<file path="src/rtl/instr_fetch_unit.sv">
// instr_fetch_unit: non-speculative fetch stage, one outstanding imem read, PC+4/branch next-PC select.
// Optional feature: define IFU_MISALIGN_TRAP_EN to trap on a misaligned next PC instead of aligning it.
module instr_fetch_unit #(
  parameter int               XLEN     = 32,
  parameter logic [XLEN-1:0]  RESET_PC = '0
) (
  input  logic            clk,
  input  logic            rst_n,
  output logic            imem_req_o,
  output logic [XLEN-1:0] imem_addr_o,
  input  logic            imem_gnt_i,
  input  logic            imem_rvalid_i,
  input  logic [31:0]     imem_rdata_i,
  output logic [31:0]     instr_o,
  output logic [XLEN-1:0] pc_o,
  output logic [XLEN-1:0] pc_plus4_o,
  output logic            instr_valid_o,
  input  logic            stall_i,
  input  logic            pc_src_i,
  input  logic [XLEN-1:0] imm_ext_i,
  output logic            fetch_err_o
);
`ifdef IFU_MISALIGN_TRAP_EN
  typedef enum logic [1:0] {S_REQ, S_WAIT, S_HOLD, S_ERR} state_t;
`else
  typedef enum logic [1:0] {S_REQ, S_WAIT, S_HOLD} state_t;
`endif
  state_t          state_q, state_d;
  logic [XLEN-1:0] pc_q, pc_d, ipc_q, ipc_d, tgt;
  logic [31:0]     instr_q, instr_d;
  // State and fetch/instruction registers; reset drops any outstanding response
  always_ff @(posedge clk or negedge rst_n) begin
    if (!rst_n) begin
      state_q <= S_REQ;
      pc_q    <= RESET_PC;
      ipc_q   <= RESET_PC;
      instr_q <= 32'h0000_0013;
    end else begin
      state_q <= state_d;
      pc_q    <= pc_d;
      ipc_q   <= ipc_d;
      instr_q <= instr_d;
    end
  end
  // Next state: request, wait for data, hold until downstream accepts and picks the next PC
  always_comb begin
    state_d = state_q;
    pc_d    = pc_q;
    ipc_d   = ipc_q;
    instr_d = instr_q;
    tgt     = pc_src_i ? ipc_q + imm_ext_i : ipc_q + XLEN'(4);
    case (state_q)
      S_REQ:  if (imem_gnt_i) state_d = S_WAIT;
      S_WAIT: if (imem_rvalid_i) begin
        state_d = S_HOLD;
        instr_d = imem_rdata_i;
        ipc_d   = pc_q;
      end
      S_HOLD: if (!stall_i) begin
`ifdef IFU_MISALIGN_TRAP_EN
        if (tgt[1:0] != 2'b00) state_d = S_ERR;
        else begin
          state_d = S_REQ;
          pc_d    = tgt;
        end
`else
        state_d = S_REQ;
        pc_d    = tgt & ~XLEN'(3);
`endif
      end
      default: state_d = state_q;
    endcase
  end
  assign imem_req_o    = rst_n && (state_q == S_REQ);
  assign imem_addr_o   = pc_q;
  assign instr_o       = instr_q;
  assign pc_o          = ipc_q;
  assign pc_plus4_o    = ipc_q + XLEN'(4);
  assign instr_valid_o = (state_q == S_HOLD);
`ifdef IFU_MISALIGN_TRAP_EN
  assign fetch_err_o   = (state_q == S_ERR);
`else
  assign fetch_err_o   = 1'b0;
`endif
endmodule

</file>
<file path="config.mk">
export PLATFORM = sky130hd
export DESIGN_NAME = instr_fetch_unit
export DESIGN_NICKNAME = d
export VERILOG_FILES = /design/src/rtl/instr_fetch_unit.sv
export SDC_FILE = /design/constraint.sdc
export NUM_CORES = 1
export LEC_CHECK = 0
export CAP_MARGIN = 15
export CORE_ASPECT_RATIO = 1.4
export CORE_MARGIN = 2
export CORE_UTILIZATION = 40
export CTS_CLUSTER_DIAMETER = 80
export DETAILED_ROUTE_END_ITERATION = 16
export GPL_ROUTABILITY_DRIVEN = 0
export PLACE_DENSITY_LB_ADDON = 0.2
export SYNTH_ARGS = -nofsm -noshare
export SYNTH_HDL_FRONTEND = slang
export SYNTH_SLANG_ARGS = --single-unit
</file>
<file path="constraint.sdc">
create_clock -name clk -period 3.6 [get_ports clk]
set_clock_uncertainty 0.05 [all_clocks]
set_input_delay 0.36 -clock clk [delete_from_list [all_inputs] [get_ports clk]]
set_output_delay 0.36 -clock clk [all_outputs]
set_load 0.05 [all_outputs]
</file>
==> metrics.md <==
| Metric | Value |
|---|---|
| R2R depth | `10` |
| First-pass GRT wire length | `28000 um` |
| Endpoint required time on the critical path | `3190 ps` |
| TritonCTS clock tree | `yes` |
| Top-Level Pins | `between 200 and 250` |
| Crit Reg-Reg Endpoint | `imem_addr_o[24]` |
| Yosys cell types | `62` |
| Main area contributors after synthesis | `sky130_fd_sc_hd__dfrtp_1 38%, sky130_fd_sc_hd__mux2_2 12%, sky130_fd_sc_hd__ha_1 7.4%` |
| Classification of the worst setup path | `reg2out` |
| Maximum number of pins on one net before global-route repair | `62` |
| Total global routing track utilization | `0.224` |
| Num Clock Sinks | `94` |
| Routed Wire Length | `18000 um` |
| Maximum number of buffers from clock root to sink | `2` |
| Shortest clock period the worst path allows after layout | `roughly 3500 ps` |
| Share of the synthesized area in the top cell type | `0.383` |
| Synth Area per Inst | `slightly below 10 um^2` |
| Dpl hpwl | `13700 um` |
| DRT Pass-1 Iters | `5` |
| Crit path cell chain | `and4_4 -> and4_1 -> nand4_1 -> or3_4 -> nor2_2 -> xnor2_1 -> clkdlybuf4s50_1` |
| Core Footprint | `0.0145 mm^2` |
| Share of cells above drive strength 1 | `0.143` |
| Post-Place Cells | `~980` |
| Post-route setup TNS | `0 ps` |
| Final clock period utilization by the worst path | `0.963` |
| Mapped Area | `roughly 0.0059 mm^2` |
| Status | `finished clean` |
| Iteration-0 DRC Markers | `around 200` |
| Fraction of registers with async set or reset after synthesis | `1.00` |
| Cell at the root of the clock tree | `sky130_fd_sc_hd__clkbuf_16` |
| Starting Density | `0.410` |
| Clock edge transition at the registers on the reported setup and hold paths | `70 ps` |
| CP Capture Type | `primary output` |
| Number of vias per cell after detailed routing | `between 5 and 6` |
| Number of register bits inferred by synthesis | `94` |
| Worst reg2reg setup slack | `590 ps` |
| Count of endpoints failing setup in the final report | `0` |
| Source of the worst register-to-register timing path | `pc_o[2]` |
| Largest area contributor in the netlist | `sky130_fd_sc_hd__dfrtp_1` |
| Max Slew Vio Count | `0` |
| Final cell utilization of the core | `0.578` |
| Max-cap violations | `0` |
| Hold depth | `1` |
| Final instance count without filler cells | `between 900 and 1000` |
| Per-cell routed wire length | `about 18 um` |
| Die W | `between 100 and 150 um` |
| Die height | `148 um` |
| Filler cell count | `roughly 1300` |
| Antenna Diode Count | `0` |
| CP startpoint kind | `flop` |
| Vias in the first global route | `between 5000 and 6000` |
| Post-CTS setup repair buffer count | `0` |
| EDFF count, synth | `0` |
| Number of antenna violations at the first check in global routing | `0` |
| Nets | `911` |
| CP max stage delay | `~840 ps` |
| Sequential share of the synthesized area | `0.396` |
| Vias | `around 5300` |
| Critical-path maximum fanout | `7` |
| Die Footprint | `between 0.015 and 0.02 mm^2` |
| Post-route DRC | `0` |
| Capture endpoint of the worst hold path | `instr_o[27]` |
| Worst Hold Class | `reg2reg` |
| Leftover overflow at the end of global routing | `0` |
| Startpoint of the lowest-slack hold path | `instr_o[27]` |
| Worst-margin pin slew | `just under 800 ps` |
| Gate Count Post-Synth | `612` |
| Fmax achieved | `0.288 GHz` |
| Yosys warnings | `0` |
| Post-DRT Antenna Nets | `0` |
| Commonest register cell after synthesis | `sky130_fd_sc_hd__dfrtp_1` |
| Level count of the clock H-tree | `3` |
| Unrepaired setup endpoints after global routing | `no` |
| Cell Rows | `52` |
| Post-synthesis to final-layout area growth | `41.2%` |
| Skew-Pair Late Insertion Delay | `around 340 ps` |
| Worst slew margin | `0.473` |
| Slowest library cell on the worst path | `sky130_fd_sc_hd__clkdlybuf4s50_1` |
| Count of endpoints failing hold in the final timing report | `0` |
| Critical path origin | `pc_o[16]` |
| Worst Path Arrival | `~3000 ps` |
| Number of input and output port buffers inserted | `between 150 and 200` |
| Number of buffers created by CTS | `9` |
## layout make-up
| cell class | instances | area [um^2] | area share |
|---|---|---|---|
| Sequential cell | 94 | 2360 | 0.281 |
| Multi-Input combinational cell | 479 | 3410 | 0.407 |
| Tap cell | 189 | 236 | 0.0282 |
| Timing Repair Buffer | 205 | 2040 | 0.243 |
| Inverter | 16 | 60.1 | 0.00716 |
| Clock buffer | 9 | 225 | 0.0268 |
| Clock inverter | 7 | 65.1 | 0.00775 |
## worst max path at each step
stage                      end  slack [ps]  cells after the start
3_5_place_dp   imem_addr_o[24]         310                     11
4_1_cts         pc_plus4_o[24]          70                      8
6_report        pc_plus4_o[30]         130                      7
5_1_grt         pc_plus4_o[30]          10                      7
2_1_floorplan   pc_plus4_o[24]         490                      7
3_3_place_gp   imem_addr_o[24]         380                     11
## cells by family (layout without fill, tap and decap cells)
kind of cell	count (synthesis)	count (layout)	share of synthesized area
adders and majority gates	36	36	0.0771
other	1	7	0.000631
and+or+nand+nor	167	167	0.133
AOI/OAI and AO/OA	151	151	0.157
DFF	94	94	0.396
buffers and inverters	45	237	0.0337
muxes	66	66	0.124
xor gates and xnor gates	52	52	0.0779
## timing repair
| item | CTS | global route |
|---|---|---|
| endpoints found under the setup margin | 0 | 5 |
| endpoints found under the hold margin | 33 | 0 |
| hold buffers | 1 | 0 |
| gates resized for setup | 0 | 5 |
## layer usage
layer	vias up	wire length (um)	GRT usage
li1	2565	-	-
met1	2555	7210	0.264
met2	196	9130	0.399
met3	26	1240	0.0482
met4	0	417	0.0760
met5	-	0	0
## critical path: cells and delay by family, from the launching register on
kind / cells / cell delay, ps
AND/OR/NAND/NOR: 5 / 1240
buffers and inverters: 1 / 840
flip-flops: 1 / 500
XOR/XNOR: 1 / 150
## stage by stage
step / hold slack (ps) / worst slack (ps) / instance area, um^2
after global placement: 303 / 380 / 8080
after global routing: 465 / 10.3 / 8390
after detailed placement: 313 / 313 / 8080
after CTS: 460 / 67.1 / 8380
final: 456 / 133 / 8390
after floorplan: 14.4 / 492 / 5970
## sequential cells by signal (all words and copies together) (netlist names)
name,count
instr_o,32
imem_addr_o,30
pc_o,30
state_q,2
## synth_stat cells (4+ instances only)
library cell	count
sky130_fd_sc_hd__nand3_1	24
sky130_fd_sc_hd__a31oi_1	4
sky130_fd_sc_hd__nor2_1	36
sky130_fd_sc_hd__ha_1	35
sky130_fd_sc_hd__dfrtp_1	91
sky130_fd_sc_hd__a21oi_1	47
sky130_fd_sc_hd__nor3_1	7
sky130_fd_sc_hd__nand2_1	62
sky130_fd_sc_hd__a21o_1	13
sky130_fd_sc_hd__nand2b_1	4
sky130_fd_sc_hd__mux2_2	63
sky130_fd_sc_hd__clkbuf_1	18
sky130_fd_sc_hd__xnor2_1	30
sky130_fd_sc_hd__o21a_1	4
sky130_fd_sc_hd__xor2_1	21
sky130_fd_sc_hd__o21ai_0	43
sky130_fd_sc_hd__buf_4	7
sky130_fd_sc_hd__and3_1	5
sky130_fd_sc_hd__nand4_1	8
sky130_fd_sc_hd__a22oi_1	10
sky130_fd_sc_hd__inv_1	15
## placed cells by master (no fill, tap or decap), types with 13 or more instances in the layout
cell type,Yosys,routed
sky130_fd_sc_hd__nor2_1,36,36
sky130_fd_sc_hd__ha_1,35,35
sky130_fd_sc_hd__dfrtp_1,91,91
sky130_fd_sc_hd__xnor2_1,30,30
sky130_fd_sc_hd__a21o_1,13,13
sky130_fd_sc_hd__o21ai_0,43,43
sky130_fd_sc_hd__nand2_1,62,61
sky130_fd_sc_hd__buf_4,7,15
sky130_fd_sc_hd__nand3_1,24,24
sky130_fd_sc_hd__xor2_1,21,21
sky130_fd_sc_hd__a21oi_1,47,47
sky130_fd_sc_hd__clkdlybuf4s50_1,0,183
sky130_fd_sc_hd__mux2_2,63,63
sky130_fd_sc_hd__inv_1,15,15
Power is not shown: default switching activity piles up to over one toggle a cycle in this logic, so the estimate is an artifact.
